==> config.mk <==
export PLATFORM = sky130hd
export DESIGN_NAME = spi_frame_decoder_flat
export DESIGN_NICKNAME = d
export VERILOG_FILES = /design/src/rtl/spi_frame_pkg.sv /design/src/rtl/spi_frame_decoder_if.sv /design/src/rtl/nonce_fifo.sv /design/src/rtl/spi_frame_decoder.sv /design/src/flat_wrapper.sv
export SDC_FILE = /design/constraint.sdc
export NUM_CORES = 1
export LEC_CHECK = 0
export CAP_MARGIN = 10
export CORE_AREA = 5 5 442 444
export DETAILED_ROUTE_END_ITERATION = 6
export DIE_AREA = 0 0 447 449
export DONT_BUFFER_PORTS = 1
export PLACE_DENSITY_LB_ADDON = 0.25
export SYNTH_ARGS = -nofsm -noshare
export SYNTH_HDL_FRONTEND = slang
export SYNTH_SLANG_ARGS = --single-unit
==> constraint.sdc <==
create_clock -name clk -period 3.05 [get_ports clk]
set_input_delay 0.61 -clock clk [delete_from_list [all_inputs] [get_ports clk]]
set_output_delay 0.61 -clock clk [all_outputs]
set_load 0.05 [all_outputs]
==> src/rtl/spi_frame_pkg.sv <==
// Shared constants, field widths and FSM encoding for the SPI frame decoder.
// The frame header is {cmd, dest}; the MISO header is {status, chip_id}.
package spi_frame_pkg;

    localparam int CMD_W       = 4;
    localparam int ID_W        = 4;
    localparam int NONCE_W     = 32;
    localparam int CFG_W       = 32;
    localparam int CNT_FIELD_W = 8;

    localparam logic [CMD_W-1:0] CMD_CONFIG = 4'h0;
    localparam logic [CMD_W-1:0] CMD_JOB    = 4'h1;
    localparam logic [CMD_W-1:0] CMD_READ   = 4'h2;

    localparam logic [3:0]      STAT_IDLE  = 4'h5;
    localparam logic [3:0]      STAT_NONCE = 4'hA;
    localparam logic [ID_W-1:0] ID_BCAST   = 4'hF;

    typedef enum logic [1:0] {
        ST_IDLE   = 2'd0,
        ST_FRAME  = 2'd1,
        ST_DECODE = 2'd2
    } fsm_state_t;

    function automatic logic id_match(input logic [ID_W-1:0] dest,
                                      input logic [ID_W-1:0] chip);
        return (dest == chip) || (dest == ID_BCAST);
    endfunction

endpackage

==> src/rtl/spi_frame_decoder_if.sv <==
// Bus between the SPI shifter / hash core side and the frame decoder.
// job_valid/job_ready: a job transfers on any clk edge where both are high; job_valid
// is held with job_data stable (except replacement by a newer JOB frame) until that edge.
interface spi_frame_decoder_if #(
    parameter int FRAME_W = 360
);
    logic               cs_n;
    logic [FRAME_W-1:0] mosi_data;
    logic [FRAME_W-1:0] miso_data;
    logic [31:0]        cfg_word;
    logic               cfg_wr;
    logic [FRAME_W-9:0] job_data;
    logic               job_valid;
    logic               job_ready;
    logic               nonce_valid;
    logic [31:0]        nonce;
    logic               overrun;

    modport master (
        output cs_n, mosi_data, job_ready, nonce_valid, nonce,
        input  miso_data, cfg_word, cfg_wr, job_data, job_valid, overrun
    );

    modport slave (
        input  cs_n, mosi_data, job_ready, nonce_valid, nonce,
        output miso_data, cfg_word, cfg_wr, job_data, job_valid, overrun
    );
endinterface

==> src/rtl/nonce_fifo.sv <==
// Small circular FIFO holding nonces until they are shown on MISO and read.
// A push while full is taken only if a pop happens in the same cycle.
module nonce_fifo #(
    parameter int DEPTH = 4,
    parameter int WIDTH = 32
) (
    input  logic                   clk,
    input  logic                   reset_n,
    input  logic                   push,
    input  logic [WIDTH-1:0]       wdata,
    input  logic                   pop,
    output logic                   full,
    output logic                   empty,
    output logic [$clog2(DEPTH):0] count,
    output logic [WIDTH-1:0]       head
);
    localparam int PTR_W = $clog2(DEPTH);
    localparam int CNT_W = PTR_W + 1;

    logic [WIDTH-1:0] mem_q [DEPTH];
    logic [WIDTH-1:0] mem_d [DEPTH];
    logic [PTR_W-1:0] wr_ptr_q, wr_ptr_d;
    logic [PTR_W-1:0] rd_ptr_q, rd_ptr_d;
    logic [CNT_W-1:0] count_q, count_d;
    logic             do_push, do_pop;

    assign full    = (count_q == CNT_W'(DEPTH));
    assign empty   = (count_q == '0);
    assign do_pop  = pop && !empty;
    assign do_push = push && (!full || do_pop);
    assign count   = count_q;
    assign head    = mem_q[rd_ptr_q];

    // Pointers are PTR_W bits wide so they wrap modulo DEPTH on their own.
    always_comb begin
        mem_d    = mem_q;
        wr_ptr_d = wr_ptr_q;
        rd_ptr_d = rd_ptr_q;
        count_d  = count_q;
        if (do_push) begin
            mem_d[wr_ptr_q] = wdata;
            wr_ptr_d        = wr_ptr_q + PTR_W'(1);
        end
        if (do_pop) begin
            rd_ptr_d = rd_ptr_q + PTR_W'(1);
        end
        if (do_push && !do_pop) begin
            count_d = count_q + CNT_W'(1);
        end else if (!do_push && do_pop) begin
            count_d = count_q - CNT_W'(1);
        end
    end

    always_ff @(posedge clk or negedge reset_n) begin
        if (!reset_n) begin
            for (int i = 0; i < DEPTH; i++) begin
                mem_q[i] <= '0;
            end
            wr_ptr_q <= '0;
            rd_ptr_q <= '0;
            count_q  <= '0;
        end else begin
            mem_q    <= mem_d;
            wr_ptr_q <= wr_ptr_d;
            rd_ptr_q <= rd_ptr_d;
            count_q  <= count_d;
        end
    end

endmodule

==> src/rtl/spi_frame_decoder.sv <==
// System-clock side of the SPI slave: synchronises cs_n, decodes each finished MOSI
// frame into config writes or hash jobs, and builds the MISO frame from the nonce FIFO.
module spi_frame_decoder
    import spi_frame_pkg::*;
#(
    parameter int FRAME_W     = 360,
    parameter int NONCE_DEPTH = 4,
    parameter int SYNC_STAGES = 2
) (
    input  logic               clk,
    input  logic               reset_n,
    input  logic [ID_W-1:0]    chip_id,
    spi_frame_decoder_if.slave bus,
    output fsm_state_t         dbg_state
);
    localparam int PAYLOAD_W  = FRAME_W - CMD_W - ID_W;
    localparam int CNT_W      = $clog2(NONCE_DEPTH) + 1;
    localparam int MISO_PAD_W = PAYLOAD_W - NONCE_W - CNT_FIELD_W - 2;
    localparam int CLR_BIT    = PAYLOAD_W - CFG_W - 1;

    fsm_state_t             state_q, state_d;
    logic [SYNC_STAGES-1:0] sync_q, sync_d;
    logic                   cs_s, cs_s_q, armed_q, armed_d, end_p;

    logic [CFG_W-1:0]     cfg_word_q, cfg_word_d;
    logic                 cfg_wr_q, cfg_wr_d;
    logic [PAYLOAD_W-1:0] job_data_q, job_data_d;
    logic                 job_valid_q, job_valid_d;
    logic                 overrun_q, overrun_d;
    logic [3:0]           stat_q, stat_d;
    logic [PAYLOAD_W-1:0] body_q, body_d;
    logic                 shown_vld_q, shown_vld_d;

    logic [CMD_W-1:0]     f_cmd;
    logic [ID_W-1:0]      f_dest;
    logic [PAYLOAD_W-1:0] f_payload;
    logic                 accept, fifo_pop, fifo_drop;
    logic                 fifo_full, fifo_empty;
    logic [CNT_W-1:0]     fifo_count;
    logic [NONCE_W-1:0]   fifo_head;

    // Synchroniser resets low so a frame already in flight at reset is never decoded;
    // armed_q requires cs_s to be seen high before the FSM may leave IDLE.
    assign sync_d  = (sync_q << 1) | SYNC_STAGES'(bus.cs_n);
    assign cs_s    = sync_q[SYNC_STAGES-1];
    assign end_p   = cs_s && !cs_s_q;
    assign armed_d = armed_q || cs_s;

    assign f_cmd     = bus.mosi_data[FRAME_W-1 -: CMD_W];
    assign f_dest    = bus.mosi_data[FRAME_W-CMD_W-1 -: ID_W];
    assign f_payload = bus.mosi_data[PAYLOAD_W-1:0];
    assign accept    = (state_q == ST_DECODE) && id_match(f_dest, chip_id);
    assign fifo_pop  = accept && shown_vld_q;
    assign fifo_drop = bus.nonce_valid && fifo_full && !fifo_pop;

    nonce_fifo #(
        .DEPTH (NONCE_DEPTH),
        .WIDTH (NONCE_W)
    ) u_fifo (
        .clk     (clk),
        .reset_n (reset_n),
        .push    (bus.nonce_valid),
        .wdata   (bus.nonce),
        .pop     (fifo_pop),
        .full    (fifo_full),
        .empty   (fifo_empty),
        .count   (fifo_count),
        .head    (fifo_head)
    );

    always_ff @(posedge clk or negedge reset_n) begin
        if (!reset_n) begin
            state_q <= ST_IDLE;
        end else begin
            state_q <= state_d;
        end
    end

    always_comb begin
        state_d = state_q;
        case (state_q)
            ST_IDLE:   if (armed_q && !cs_s) state_d = ST_FRAME;
            ST_FRAME:  if (end_p) state_d = ST_DECODE;
            ST_DECODE: state_d = ST_IDLE;
            default:   state_d = ST_IDLE;
        endcase
    end

    always_comb begin
        cfg_word_d  = cfg_word_q;
        cfg_wr_d    = 1'b0;
        job_data_d  = job_data_q;
        job_valid_d = job_valid_q && !bus.job_ready;
        overrun_d   = overrun_q;
        stat_d      = stat_q;
        body_d      = body_q;
        shown_vld_d = shown_vld_q;

        if (accept) begin
            case (f_cmd)
                CMD_CONFIG: begin
                    cfg_word_d = f_payload[PAYLOAD_W-1 -: CFG_W];
                    cfg_wr_d   = 1'b1;
                    if (f_payload[CLR_BIT]) overrun_d = 1'b0;
                end
                CMD_JOB: begin
                    job_data_d  = f_payload;
                    job_valid_d = 1'b1;
                    if (job_valid_q && !bus.job_ready) overrun_d = 1'b1;
                end
                CMD_READ: ;
                default: ;
            endcase
        end
        if (fifo_drop) overrun_d = 1'b1;

        // MISO is only rebuilt while cs is high so the shifter sees a stable frame.
        if (state_q == ST_IDLE && cs_s) begin
            stat_d      = fifo_empty ? STAT_IDLE : STAT_NONCE;
            body_d      = {(fifo_empty ? '0 : fifo_head), CNT_FIELD_W'(fifo_count),
                           job_valid_q, overrun_q, {MISO_PAD_W{1'b0}}};
            shown_vld_d = !fifo_empty;
        end
    end

    always_ff @(posedge clk or negedge reset_n) begin
        if (!reset_n) begin
            sync_q      <= '0;
            cs_s_q      <= 1'b0;
            armed_q     <= 1'b0;
            cfg_word_q  <= '0;
            cfg_wr_q    <= 1'b0;
            job_data_q  <= '0;
            job_valid_q <= 1'b0;
            overrun_q   <= 1'b0;
            stat_q      <= STAT_IDLE;
            body_q      <= '0;
            shown_vld_q <= 1'b0;
        end else begin
            sync_q      <= sync_d;
            cs_s_q      <= cs_s;
            armed_q     <= armed_d;
            cfg_word_q  <= cfg_word_d;
            cfg_wr_q    <= cfg_wr_d;
            job_data_q  <= job_data_d;
            job_valid_q <= job_valid_d;
            overrun_q   <= overrun_d;
            stat_q      <= stat_d;
            body_q      <= body_d;
            shown_vld_q <= shown_vld_d;
        end
    end

    assign bus.miso_data = {stat_q, chip_id, body_q};
    assign bus.cfg_word  = cfg_word_q;
    assign bus.cfg_wr    = cfg_wr_q;
    assign bus.job_data  = job_data_q;
    assign bus.job_valid = job_valid_q;
    assign bus.overrun   = overrun_q;
    assign dbg_state     = state_q;

endmodule

==> src/flat_wrapper.sv <==
// flat-port wrapper written by rule: the top's interface ports become plain ports
module spi_frame_decoder_flat import spi_frame_pkg::*;
#(
    parameter int FRAME_W     = 360,
    parameter int NONCE_DEPTH = 4,
    parameter int SYNC_STAGES = 2
)
  (clk, reset_n, chip_id, dbg_state, bus_cs_n, bus_mosi_data, bus_job_ready, bus_nonce_valid, bus_nonce, bus_miso_data, bus_cfg_word, bus_cfg_wr, bus_job_data, bus_job_valid, bus_overrun);
  spi_frame_decoder_if #(.FRAME_W(FRAME_W)) bus_i ();
  input  logic clk;
  input  logic reset_n;
  input  logic [ID_W-1:0] chip_id;
  output fsm_state_t dbg_state;
  input wire logic [$bits(bus_i.cs_n)-1:0] bus_cs_n;
  input wire logic [$bits(bus_i.mosi_data)-1:0] bus_mosi_data;
  input wire logic [$bits(bus_i.job_ready)-1:0] bus_job_ready;
  input wire logic [$bits(bus_i.nonce_valid)-1:0] bus_nonce_valid;
  input wire logic [$bits(bus_i.nonce)-1:0] bus_nonce;
  output wire logic [$bits(bus_i.miso_data)-1:0] bus_miso_data;
  output wire logic [$bits(bus_i.cfg_word)-1:0] bus_cfg_word;
  output wire logic [$bits(bus_i.cfg_wr)-1:0] bus_cfg_wr;
  output wire logic [$bits(bus_i.job_data)-1:0] bus_job_data;
  output wire logic [$bits(bus_i.job_valid)-1:0] bus_job_valid;
  output wire logic [$bits(bus_i.overrun)-1:0] bus_overrun;
  assign bus_i.cs_n = bus_cs_n;
  assign bus_i.mosi_data = bus_mosi_data;
  assign bus_i.job_ready = bus_job_ready;
  assign bus_i.nonce_valid = bus_nonce_valid;
  assign bus_i.nonce = bus_nonce;
  assign bus_miso_data = bus_i.miso_data;
  assign bus_cfg_word = bus_i.cfg_word;
  assign bus_cfg_wr = bus_i.cfg_wr;
  assign bus_job_data = bus_i.job_data;
  assign bus_job_valid = bus_i.job_valid;
  assign bus_overrun = bus_i.overrun;
  spi_frame_decoder #(.FRAME_W(FRAME_W), .NONCE_DEPTH(NONCE_DEPTH), .SYNC_STAGES(SYNC_STAGES)) u_core (.clk(clk), .reset_n(reset_n), .chip_id(chip_id), .bus(bus_i), .dbg_state(dbg_state));
endmodule
After elaboration in Yosys (flattened, before gate mapping):

Cells that the tools add are included.
W data, S select, Z words.

* add/subtract/negate cells: 4
* $mul: 0
* div/mod/pow operators: 0
* order comparisons: 3
* equality and inequality tests: 10
* shift operators: 0
* multiplexer cells: 22
* bitwise logic cells: 3
* reduce and logical (&&, ||, !) cells: 34

Operators with widths (count)
* $bwmux W128: 1
* $mux W32: 4
* $bmux W32 S2: 1
* $demux W32 S2: 1
* $logic_and A1 B1 Y1: 13
* $logic_not A1 Y1: 8
* $mux W1: 8
* $ge A3 B3 Y1 const B: 2
* $mux W3: 2
* $not A2 Y3: 2
* $reduce_and A2 Y1: 3
* $add A2 B1 Y2 const B: 2
* $eq A4 B1 Y1 const B: 1
* $eq A4 B4 Y1: 1
* $eq A4 B4 Y1 const B: 1
* $logic_not A4 Y1: 1
* $mux W2: 2
* $mux W4: 1
* $ne A2 B1 Y1 const B: 2
* $pmux W2 S2: 1
* $reduce_and A4 Y1: 1
* $reduce_bool A2 Y1: 2
* $add A3 B1 Y3 const B: 1
* $eq A3 B3 Y1 const B: 1
* other kinds (12): 14

* register bits after elaboration: 570
* latch bits: 0
* bits in writable memories: 0
* ROM bits: 0
* input port bits: 401
* output and inout bits: 749
* word-level logic and storage cells: 95
* memories: 0

Longest topological paths before layout:

* depth in word-level cells: 11
* gate-level depth with buffers: 10
* mapped depth without buffers: 10

By module:

A second synthesis with hierarchy kept.

* cells, all modules: 1671
* area, all modules: 24791.3 um^2

By module, submodules not included
* spi_frame_decoder: instances 1, cells each 1324, area an instance 18816.8 um^2, sequential area each 10811.6 um^2
* nonce_fifo: instances 1, cells each 347, area an instance 5974.5 um^2, sequential area each 3378.2 um^2

Worst setup path after synthesis:

No wires, ideal clock.

* path type: input-to-reg
* from: input port chip_id[2]
* to: register u_core.u_fifo.count_q[2], in the netlist u_core.u_fifo.count[2]
* setup time: 80 ps
* arrival time: 2605 ps
* required time: 2970 ps
* path slack: 365 ps
* cell stages on the path: 9
* path buffers: 0
* cells stage by stage: xnor2_1 a41oi_2 o32ai_4 ha_1 inv_1 fa_1 xor2_1 nor2_1 xnor2_1

* cells in the longest elaborated chain, start to end: 10
* elaborated cells between the ends (all ways): 13
* classes of those cells: eq/ne: 1; mux: 1; reduce/logical: 11

RTL lines
* start, declared: line flat_wrapper.sv:12 `input logic [ID_W-1:0] chip_id;`
* $eq A4 B4 Y1 *: line spi_frame_pkg.sv:27 `return (dest == chip) || (dest == ID_BCAST);`
* $logic_or A1 B1 Y1 *: line spi_frame_pkg.sv:27
* $logic_and A1 B1 Y1 *: line spi_frame_decoder.sv:52 `assign accept = (state_q == ST_DECODE) && id_match(f_dest, chip_id);`
* $logic_and A1 B1 Y1 *: line spi_frame_decoder.sv:53 `assign fifo_pop = accept && shown_vld_q;`
* $logic_and A1 B1 Y1 *: line nonce_fifo.sv:29 `assign do_pop = pop && !empty;`
* $logic_or A1 B1 Y1 *: line nonce_fifo.sv:30 `assign do_push = push && (!full || do_pop);`
* $logic_and A1 B1 Y1 *: line nonce_fifo.sv:30
* via u_core.u_fifo.do_push: line nonce_fifo.sv:25 `logic do_push, do_pop;`
* $logic_not A1 Y1: line nonce_fifo.sv:49 `end else if (!do_push && do_pop) begin`
* $logic_and A1 B1 Y1: line nonce_fifo.sv:49
* $reduce_bool A2 Y1 (no line)
* end signal, assigned: line nonce_fifo.sv:66 `count_q <= count_d;`
* end, declared: line nonce_fifo.sv:24 `logic [CNT_W-1:0] count_q, count_d;`

The timed path passes the listed nets; every way through them passes the cells marked *.
A chain may end at the register's enable or synchronous reset.

Worst setup path in the final report:

* from: register u_core.job_data_q[303], in the netlist u_core.bus.job_data[303]
* to: output port bus_job_data[303]

RTL lines
* start, declared: line spi_frame_decoder.sv:27 `logic [PAYLOAD_W-1:0] job_data_q, job_data_d;`
* start signal, assigned: line spi_frame_decoder.sv:145 `job_data_q <= job_data_d;`
* end, declared: line flat_wrapper.sv:22 `output wire logic [$bits(bus_i.job_data)-1:0] bus_job_data;`

No word-level cell between the ends.

==> impl_metrics.tcl <==
set metrics [dict create \
    post-cts-setup-buffers 0 \
    detailedRoute.firstIterationViolations 591 \
    wirelength_um 108600 \
    ys_warn_count 0 \
    totalNegativeSetupSlack_ps 0 \
    dp.final_hpwl_um 85820 \
    stdcell_area_sq_mm 0.03237 \
    nNetsFinal 2386 \
    p_leak_nw 14.93 \
    drt-pass1-iter-count 4 \
    fin_util_pct 16.93 \
    run_status "finished with violations" \
    cts_root_buffer "sky130_fd_sc_hd__clkbuf_16" \
    area_of_the_die_sq_mm 0.2007 \
    drive_gt1_share_pct 29.62 \
    power.ir.vdd_worst_v 0.0003446 \
    remaining_drc_errors 0 \
    filler_cells 20880 \
    cts_htree_levels 3 \
    crit_cells 0 \
    clkLatencyLatePin_ps 680 \
    worstReg2RegEnd "u_core.u_fifo.count[2]$_DFFE_PN0P_" \
    synth_flop_cell "sky130_fd_sc_hd__dfrtp_1" \
    post_synth_xor_area_fraction_pct 0.3611 \
    detailed_place.area_sq_mm 0.02645 \
    core-area_sq_mm 0.1912 \
    grt_start_max_net_pins 568 \
    finClkSkew_ps 21.61 \
    worst_ep_arrival_time_ps 1670 \
    tritoncts.num_buffers 75 \
    path_max_fanout 2 \
    path_clk_slew_ps 60 \
    reg2reg_depth 8 \
    synth-adder-area-share_pct 0.3405 \
    numClockSinks 567 \
    dieHeight_um 449 \
    global_route_wire_length_before_repair_um 140500 \
    fp-row-count 161 \
    via_count_of_the_first_global_routing_pass 14150 \
    finalHoldWorstSlack_ps -357.6 \
    synth-compound-area-share_pct 1.553 \
    crit_type "flip-flop to output pin" \
    area.growth.synth_to_final_pct 33.47 \
    cts_tree "yes" \
    min_period_ps 2283 \
    grt_antenna_before_repair 84 \
    synth_seq_area_share_pct 58.50 \
    overflow_left_after_global_routing 0 \
    netlist_area_sq_mm 0.02425 \
    crit_start_category "flip-flop" \
    yosys.cell_types.count 38 \
    worstReg2RegStart "u_core.dbg_state[0]$_DFFE_PN0P_" \
    slew_headroom_pct -3.855 \
    route.detailed.vias_per_inst 3.002 \
    worst_ep_required_time_ps 2440 \
    grt.total_usage_pct 10.32 \
    drtAntennaViolNets 0 \
    async_reset_ff_share_pct 100.0 \
    post_cts_resize_count 0 \
    ctsHoldBuffers 331 \
    routabilityCongestion 0.8266 \
    timing.critical_path.to_type "output pin" \
    ioPinCount 1150 \
    worst-slew-pin-transition_ps 1558 \
    timing.max_cap.violations 0 \
    hold_violations 566 \
    route.detailed.wl_per_inst_um 23.57 \
    p_per_area_mw_per_mm2 742.6 \
    synth_simple_gate_area_share_pct 0.7583 \
    synthMuxAreaShare_pct 27.02 \
    timing_max_transition_violations_final 54 \
    fmax_ghz 0.4380 \
    synth_seq_cells 567 \
    failed_checks "negative hold slack, max-slew violations" \
    holdCritPathClass "primary input to asynchronous set/reset pin" \
    post-route-period-util_pct 74.85 \
    start_util_pct 12.69 \
    postSynthAreaPerCell_sq_um 15.12 \
    dieWidth_um 447 \
    io_buffer_count 0 \
    rsz0062_at_grt "false" \
    dr_total_vias 13830 \
    post_synth_edffs 0 \
    regToRegSetupSlack_ps 910 \
    synth_top_family_by_area "multiplexers" \
    clockBufferDepth 3 \
    syn-instance-count 1604 \
    setup-violations-final 0 \
]
stage by stage:
stage               total power [W]  cells  setup WS [ps]
finish                      0.02404   4606          767.0
global route                0.02524   4577          709.6
CTS                         0.02470   4565          629.6
detailed placement          0.01481   4097          446.4
global placement            0.01475   4097          381.0
floorplan                   0.01396   1918          364.7
worst max-delay path by stage:
stage                                                    start                                  to  slack (ps)
after floorplan                                     chip_id[2]  u_core.u_fifo.count[2]$_DFFE_PN0P_         360
after detailed placement                            chip_id[1]  u_core.u_fifo.count[2]$_DFFE_PN0P_         450
after global routing              u_core.stat_q[2]$_DFFE_PN1P_                  bus_miso_data[356]         710
final                     u_core.bus.job_data[303]$_DFFE_PN0P_                   bus_job_data[303]         770
after global placement                              chip_id[2]  u_core.u_fifo.count[2]$_DFFE_PN0P_         380
after CTS                 u_core.bus.job_data[281]$_DFFE_PN0P_                   bus_job_data[281]         630
routing by layer:
layer  vias to the layer above  GRT usage [%]  wire length (um)
met1                      7207          12.37             42700
met3                       144          3.840             10190
li1                       5795              -                 -
met2                       639          17.54             53670
met4                        40          2.331              1745
met5                         -              0               272
registers in the layout, summed over array words and instances, names as in the netlist:
signal / cells
u_core.bus.job_data: 352
u_core.u_fifo.mem_q: 128
u_core.body_q: 37
u_core.bus.cfg_word: 32
u_core.u_fifo.count: 3
u_core.dbg_state: 2
u_core.stat_q: 2
u_core.sync_q: 2
u_core.u_fifo.rd_ptr_q: 2
u_core.u_fifo.wr_ptr_q: 2
u_core.armed_q: 1
u_core.bus.cfg_wr: 1
u_core.bus.job_valid: 1
u_core.bus.overrun: 1
u_core.cs_s_q: 1
cells in the final DEF, fill, tap and decap left out, types with 3 or more instances in the layout:
cell and n:
sky130_fd_sc_hd__clkbuf_16 77, sky130_fd_sc_hd__inv_1 7, sky130_fd_sc_hd__nor2_1 3, sky130_fd_sc_hd__a22o_1 32, sky130_fd_sc_hd__nand2_4 5, sky130_fd_sc_hd__clkbuf_1 23, sky130_fd_sc_hd__conb_1 315, sky130_fd_sc_hd__dlygate4sd3_1 331
sky130_fd_sc_hd__mux2_1 120, sky130_fd_sc_hd__clkinv_8 4, sky130_fd_sc_hd__clkinv_2 7, sky130_fd_sc_hd__mux4_2 32, sky130_fd_sc_hd__diode_2 41, sky130_fd_sc_hd__buf_12 20, sky130_fd_sc_hd__clkbuf_8 17, sky130_fd_sc_hd__mux2_2 398
sky130_fd_sc_hd__nand2_1 6, sky130_fd_sc_hd__xnor2_1 9, sky130_fd_sc_hd__o21ai_0 4, sky130_fd_sc_hd__buf_4 25, sky130_fd_sc_hd__bufinv_16 4, sky130_fd_sc_hd__ha_1 5, sky130_fd_sc_hd__dfrtp_1 564
report_power, final:
group	internal (W)	switching [W]	total (W)	leakage (nW)
sequential	0.00876	0.00213	0.0109	7.54
combinational	0.00190	0.00215	0.00406	6.16
clock	0.00542	0.00367	0.00909	1.23
cells by family (layout without fill, tap and decap cells):
group / count (synthesis) / count (layout)
AOI/OAI and AO/OA: 42 / 42
xor gates and xnor gates: 10 / 10
adders and majority gates: 6 / 6
buffers and inverters: 399 / 520
DFF: 567 / 567
muxes: 550 / 550
other: 1 / 356
and+or+nand+nor: 29 / 29
Yosys cell counts, types with 2 or more instances:
library cell | number | area share (%)
sky130_fd_sc_hd__o21ai_0 | 4 | 0.083
sky130_fd_sc_hd__mux2_1 | 120 | 5.6
sky130_fd_sc_hd__nand2b_1 | 2 | 0.052
sky130_fd_sc_hd__nor3_1 | 2 | 0.041
sky130_fd_sc_hd__dfrtp_1 | 566 | 58
sky130_fd_sc_hd__ha_1 | 5 | 0.26
sky130_fd_sc_hd__buf_4 | 322 | 10
sky130_fd_sc_hd__buf_2 | 56 | 1.2
sky130_fd_sc_hd__mux2_2 | 398 | 18
sky130_fd_sc_hd__a22o_1 | 32 | 1.2
sky130_fd_sc_hd__xnor2_1 | 9 | 0.33
sky130_fd_sc_hd__nor2_1 | 3 | 0.046
sky130_fd_sc_hd__inv_1 | 7 | 0.11
sky130_fd_sc_hd__clkbuf_1 | 13 | 0.20
sky130_fd_sc_hd__nand2_1 | 8 | 0.12
sky130_fd_sc_hd__mux4_2 | 32 | 3.0
sky130_fd_sc_hd__nand2_4 | 4 | 0.19
area by class of cell:
| type | count | area, sq um | share of cell area (%) |
|---|---|---|---|
| inverter | 7 | 26.28 | 0.08116 |
| antenna | 41 | 102.6 | 0.3169 |
| clock buffer | 117 | 2247 | 6.941 |
| clock inverter | 20 | 262.8 | 0.8116 |
| tap | 2526 | 3161 | 9.763 |
| multi-input combinational | 952 | 8481 | 26.20 |
| sequential | 567 | 14190 | 43.84 |
| timing repair buffer | 376 | 3901 | 12.05 |
Note: power is estimated with default switching activity, not from simulation.
